### config.mk
export PLATFORM = sky130hd
export DESIGN_NAME = my_parity_acc
export DESIGN_NICKNAME = d
export VERILOG_FILES = /design/src/rtl/my_parity_acc.sv
export SDC_FILE = /design/constraint.sdc
export NUM_CORES = 1
export LEC_CHECK = 0
export ABC_AREA = 1
export BUFFER_PORTS_ARGS = -buffer_cell sky130_fd_sc_hd__buf_4
export CORE_AREA = 2 2 43 45
export DETAILED_ROUTE_END_ITERATION = 7
export DIE_AREA = 0 0 45 47
export HOLD_SLACK_MARGIN = 0.1
export SYNTH_ARGS = -nofsm -noshare
export SYNTH_HDL_FRONTEND = slang
export SYNTH_SLANG_ARGS = --single-unit
### constraint.sdc
create_clock -name clk -period 1.2 [get_ports clk]
set_clock_uncertainty 0.1 [all_clocks]
set_input_delay 0.24 -clock clk [delete_from_list [all_inputs] [get_ports clk]]
set_output_delay 0.24 -clock clk [all_outputs]
set_load 0.005 [all_outputs]
### src/rtl/my_parity_acc.sv
// +-----------------------------------------------------------------------------+
// | my_parity_acc: serial parity accumulator that XORs a framed 1-bit stream.    |
// | Optional: MY_PARITY_ACC_CHECK_EN adds the exp_parity/err compare port pair.  |
// | Revision: 1.0 - initial release                                              |
// +-----------------------------------------------------------------------------+
`default_nettype none

module my_parity_acc #(
  parameter int FRAME_LEN  = 8,
  parameter int CNT_W      = 4,
  parameter int ODD_PARITY = 0
) (
  input  logic             clk,
  input  logic             rst,
  input  logic             start,
  input  logic             din,
  input  logic             din_valid,
`ifdef MY_PARITY_ACC_CHECK_EN
  input  logic             exp_parity,
  output logic             err,
`endif
  output logic             busy,
  output logic             done,
  output logic             parity_out,
  output logic [CNT_W-1:0] bit_cnt
);

  typedef enum logic [1:0] {
    S_IDLE = 2'd0,
    S_ACC  = 2'd1,
    S_DONE = 2'd2
  } state_t;

  localparam logic [CNT_W-1:0] c_last  = CNT_W'(FRAME_LEN - 1);
  localparam logic [CNT_W-1:0] c_frame = CNT_W'(FRAME_LEN);
  localparam logic             c_seed  = (ODD_PARITY != 0) ? 1'b1 : 1'b0;

  state_t           r_state;
  logic             r_acc;
  logic             r_busy;
  logic             r_done;
  logic             r_parity;
  logic [CNT_W-1:0] r_bit_cnt;
`ifdef MY_PARITY_ACC_CHECK_EN
  logic             r_err;
`endif

  logic w_fold;
  logic w_last;

  assign w_fold = r_acc ^ din;
  assign w_last = din_valid && (r_bit_cnt == c_last);

  always_ff @(posedge clk or posedge rst) begin
    if (rst) begin
      r_state   <= S_IDLE;
      r_acc     <= 1'b0;
      r_busy    <= 1'b0;
      r_done    <= 1'b0;
      r_parity  <= 1'b0;
      r_bit_cnt <= '0;
`ifdef MY_PARITY_ACC_CHECK_EN
      r_err     <= 1'b0;
`endif
    end else begin
      case (r_state)
        S_IDLE: begin
          r_done <= 1'b0;
          if (start) begin
            r_state   <= S_ACC;
            r_busy    <= 1'b1;
            r_acc     <= c_seed;
            r_bit_cnt <= '0;
          end
        end
        S_ACC: begin
          if (din_valid) begin
            r_acc <= w_fold;
            if (w_last) begin
              r_state   <= S_DONE;
              r_busy    <= 1'b0;
              r_done    <= 1'b1;
              r_parity  <= w_fold;
              r_bit_cnt <= c_frame;
`ifdef MY_PARITY_ACC_CHECK_EN
              r_err     <= (w_fold != exp_parity);
`endif
            end else begin
              r_bit_cnt <= r_bit_cnt + CNT_W'(1);
            end
          end
        end
        S_DONE: begin
          r_done <= 1'b0;
          // Reseed straight from DONE so back-to-back frames need no idle cycle.
          if (start) begin
            r_state   <= S_ACC;
            r_busy    <= 1'b1;
            r_acc     <= c_seed;
            r_bit_cnt <= '0;
          end else begin
            r_state <= S_IDLE;
          end
        end
        default: begin
          r_state <= S_IDLE;
          r_busy  <= 1'b0;
          r_done  <= 1'b0;
        end
      endcase
    end
  end

  assign busy       = r_busy;
  assign done       = r_done;
  assign parity_out = r_parity;
  assign bit_cnt    = r_bit_cnt;
`ifdef MY_PARITY_ACC_CHECK_EN
  assign err        = r_err;
`endif

endmodule

`default_nettype wire

== After elaboration in Yosys (flattened, before gate mapping) ==
Index checks and enable logic that the tools add are counted.

* Input port bits: 5
* Flip-flop bits (word level): 10
* Logic and storage cells: 43
* Output and inout bits: 7

* Equality and inequality tests: 7
* Bitwise gates (word level): 1
* Muxes and demuxes: 19
* Reductions and logical operators: 9
* Add/subtract/negate cells: 1

{| class="wikitable"
|+ Operators with widths
! cell !! number
|-
| 4-bit 2-to-1 mux || 3
|-
| 3-bit AND reduction || 4
|-
| 1-bit 2-to-1 mux || 9
|-
| 4-bit one-hot mux with 2 select lines || 1
|-
| 2-bit 2-to-1 mux || 3
|-
| 2-bit inequality test, second input constant || 3
|-
| 2-bit one-hot mux with 3 select lines || 1
|-
| 4-bit by 1-bit adder with 4-bit output, second input constant || 1
|-
| 4-bit by 3-bit equality test with 1-bit output, second input constant || 1
|-
| 1-bit one-hot mux with 2 select lines || 2
|-
| 2-bit by 1-bit equality test with 1-bit output, second input constant || 1
|-
| 2-bit equality test, second input constant || 1
|-
| 2-bit logical NOT || 1
|-
| 2-bit by 1-bit inequality test with 1-bit output, second input constant || 1
|-
| 2-bit AND reduction || 1
|-
| 2-bit nonzero test || 1
|-
| 2-bit OR reduction || 1
|-
| 1-bit logical AND || 1
|-
| 1-bit bitwise XOR || 1
|}

== Depth between registers and ports, before layout ==
* Depth in word-level cells: 5
* Mapped depth: 6
* Gate-level depth less buffers: 6

== Least setup slack after synthesis ==
No wires, ideal clock.

* Path type: reg-to-reg
* Start point: register r_bit_cnt[0], in the netlist bit_cnt[0]
* End point: register r_busy, in the netlist busy
* Buffers on the path: 0
* Arrival time: 1.020 ns
* Required time: 1.023 ns
* Cell stages (with the launch flop): 5
* Setup slack: 0.003 ns
* Library setup time: 0.077 ns
* Clock period less this slack: 1.197 ns
* Path through: dfrtp_1 -> ha_1 -> nand4_1 -> nand2_1 -> a21oi_1

* Cells in the longest elaborated chain, start to end: 4

{| class="wikitable"
|+ RTL lines
! item !! line !! RTL
|-
| start, declared || 43 || <nowiki>logic [CNT_W-1:0] r_bit_cnt;</nowiki>
|-
| start signal, assigned || 84 || <nowiki>r_bit_cnt <= c_frame;</nowiki>
|-
| start signal, assigned || 89 || <nowiki>r_bit_cnt <= r_bit_cnt + CNT_W'(1);</nowiki>
|-
| 4-bit by 3-bit equality test with 1-bit output || 52 || <nowiki>assign w_last = din_valid && (r_bit_cnt == c_last);</nowiki>
|-
| 1-bit logical AND || 52 ||
|-
| 2-bit inequality test (no line) || n/a ||
|-
| 3-bit AND reduction (no line) || n/a ||
|-
| end signal, assigned || 58 || <nowiki>r_busy <= 1'b0;</nowiki>
|-
| end signal, assigned || 71 || <nowiki>r_busy <= 1'b1;</nowiki>
|-
| end signal, assigned || 81 || <nowiki>r_busy <= 1'b0;</nowiki>
|-
| end, declared || 40 || <nowiki>logic r_busy;</nowiki>
|}

No other way between the ends.
A chain may end at the register's enable or synchronous reset.

== Final worst setup path ==
* Start point: register r_bit_cnt[1], in the netlist bit_cnt[1]
* End point: register r_busy, in the netlist busy

Same word-level chain as after synthesis.

==> results.tsv <==
metric	value	unit
run_status	finished with violations	
failed_checks	negative setup slack	
final.period_utilization	107	%
fin_ws	-0.0790	ns
first_global_vias	401	
cap_violations	0	
yosys.area.top_type	sky130_fd_sc_hd__dfrtp_1	
detailroute.via_count	471	
num-nets-final	92	
routed_wire_length_per_instance	11.7	um
r2r.worst_path.cells	4	
synth_most_common_cell	sky130_fd_sc_hd__nand2_1	
path_max_fanout	3	
max_slew_headroom	72.7	%
fp-row-count	15	
finalWeightedCongestion	0.750	
ys_ff_latch	10	
synth_enable_flop_cells	0	
numPortBuffers	11	
critical_path_arrival	1.34	ns
setup.worst_path.end_class	register	
viasPerCell	4.62	
die-height	47	um
cts_sink_count	10	
ys.flop_type	sky130_fd_sc_hd__dfrtp_1	
grt_antenna_before_repair	0	
area_growth	58.2	%
synthTopCellsByCount	sky130_fd_sc_hd__nand2_1 (18), sky130_fd_sc_hd__dfrtp_1 (10), sky130_fd_sc_hd__nand3_1 (7)	
start_util	28.8	%
fp.coreArea	1650	um^2
clkLatencyLatePin	0.28	ns
grt_first_pass_wirelength	1.69	mm
yosysUniqueCellTypes	13	
path_clk_slew	0.07	ns
path_type_of_the_worst_setup_path	register to register	
finalHoldViolations	0	
final-instance-count-excl-fill	102	
grt_setup_unrepaired	yes	
numCtsBuffers	3	
postSynthNetCount	63	
yosysWarningCount	0	
achievable-frequency	782	MHz
placedCellCount	89	
start_kind	register	
total_leakage_power	0.410	nW
drt_drc	0	
post-route-min-period	1.28	ns
hold_path_class	input pin to register	
initialDrtViolationCount	8	
min_path_cells	3	
ir_worst_vdd	1210	uV
firstDrtPassIters	4	
dp_worst_setup_slack	-0.0431	ns
fp.dieArea	2120	um^2
timing.final.max_slew_violations	0	
worst_pin_slew	0.410	ns
drive_above_1_share	45.9	%
dp.final_hpwl	769	um
grt_remaining_overflow	0	
overall_track_demand_over_capacity_in_global_routing	11.8	%
diodes	0	
floorplan.die.width	45	um
clk_root_buffer_cell	sky130_fd_sc_hd__clkbuf_4	
asyncSetResetFlopFracSynth	100	%
netlist_top_cells_area	sky130_fd_sc_hd__dfrtp_1 (53%), sky130_fd_sc_hd__nand2_1 (14%), sky130_fd_sc_hd__nand3_1 (7.4%), sky130_fd_sc_hd__nor2_1 (4.7%), sky130_fd_sc_hd__nor2_4 (4.7%)	
finalSetupViolCount	7	
mappedNetlistArea	475	um^2
antenna_violating_nets_post_route	0	
cts.htree.levels	1	
yosysTopAreaCellShare	52.6	%
cts-root-to-sink-buffers	2	
netlist_instances	57	
drt_wl_total	1.20	mm
crit_required	1.26	ns
largest_net_degree_at_the_start_of_global_routing	11	
syn_avg_cell_area	8.34	um^2
pwr_density_cell	2410	nW/um^2
tritoncts	built	
ioPinCount	12	
synth.yosys.seq_area_share	52.6	%
[metrics by stage]
stage / hold WS (ns) / setup TNS, ns / cell area, um^2 / power (mW) / util (%)
2_1_floorplan: -0.0198 / 0 / 475 / 0.921 / -
3_3_place_gp: 0.157 / -0.0352 / 609 / 1.24 / 36.9
3_5_place_dp: 0.155 / -0.0434 / 609 / 1.24 / 36.9
4_1_cts: 0.0970 / -0.154 / 686 / 1.66 / 41.5
5_1_grt: 0.131 / -0.604 / 752 / 1.94 / 45.5
6_report: 0.117 / -0.327 / 752 / 1.81 / 45.5
[registers in the layout, summed over array words and instances, names as in the netlist]
register,count
bit_cnt,4
r_state,2
busy,1
done,1
parity_out,1
r_acc,1
[cell families (layout without fill, tap and decap cells)]
family	count (synthesis)	after routing	share of synthesized area [%]
DFF	10	10	52.6
xor gates and xnor gates	2	2	3.68
buffers and inverters	7	35	5.53
adders and majority gates	1	1	2.63
and+or+nand+nor	34	34	32.4
AOI/OAI and AO/OA	3	3	3.16
[worst paths after layout]
check | start | to | slack (ns)
setup / recovery | bit_cnt[1] | busy | -0.08
hold / removal | din_valid | bit_cnt[1] | 0.12
setup reg to reg | bit_cnt[1] | busy | -0.08
hold reg to reg | parity_out | parity_out | 0.41
max in group asynchronous | rst | r_state[0] | 0.31
min in group asynchronous | rst | r_acc | 0.40
[critical path, stage by stage (launching register included)]
cell                      delay [ns]
sky130_fd_sc_hd__dfrtp_1        0.38
sky130_fd_sc_hd__ha_2           0.22
sky130_fd_sc_hd__nand4_1        0.23
sky130_fd_sc_hd__nand2_2        0.17
sky130_fd_sc_hd__a21oi_2        0.06
[layout make-up]
type	instances	area [um^2]
clock buffers	4	36.3
fillers	166	900
inverters	7	26.3
multi-input cells	40	220
flip-flops and latches	10	250
well taps	17	21.3
repair buffers	24	198
[layout by cell type (no fill, tap or decap), types with 2 or more instances in the layout]
cell type / Yosys / layout
sky130_fd_sc_hd__clkbuf_4: 0 / 3
sky130_fd_sc_hd__buf_4: 0 / 19
sky130_fd_sc_hd__buf_6: 0 / 4
sky130_fd_sc_hd__inv_2: 3 / 3
sky130_fd_sc_hd__nor2_1: 6 / 5
sky130_fd_sc_hd__nand3_1: 7 / 6
sky130_fd_sc_hd__nand2_2: 0 / 3
sky130_fd_sc_hd__nand2_1: 18 / 15
sky130_fd_sc_hd__nor2_4: 2 / 2
sky130_fd_sc_hd__dfrtp_1: 10 / 10
sky130_fd_sc_hd__inv_1: 4 / 4
[repair_timing]
item / CTS / global route
pin swaps: 2 / 6
hold buffers: 1 / 0
endpoints found under the setup margin: 6 / 10
setup buffers: 3 / 6
resized for setup: 4 / 7
endpoints found under the hold margin: 11 / 0
[report_power, final]
part           switching, mW  internal, mW  total, mW
Combinational          0.419         0.508      0.927
Sequential            0.0966         0.469      0.566
Clock                  0.135         0.185      0.320
[layer usage]
metal / up-vias / global-route usage [%] / routed length (um)
li1: 235 / - / -
met2: 16 / 15.4 / 554
met1: 215 / 15.2 / 537
met3: 5 / 5.00 / 69
met4: 0 / 8.82 / 36
met5: - / 0 / 0
Power figures use the tool's default switching activity.
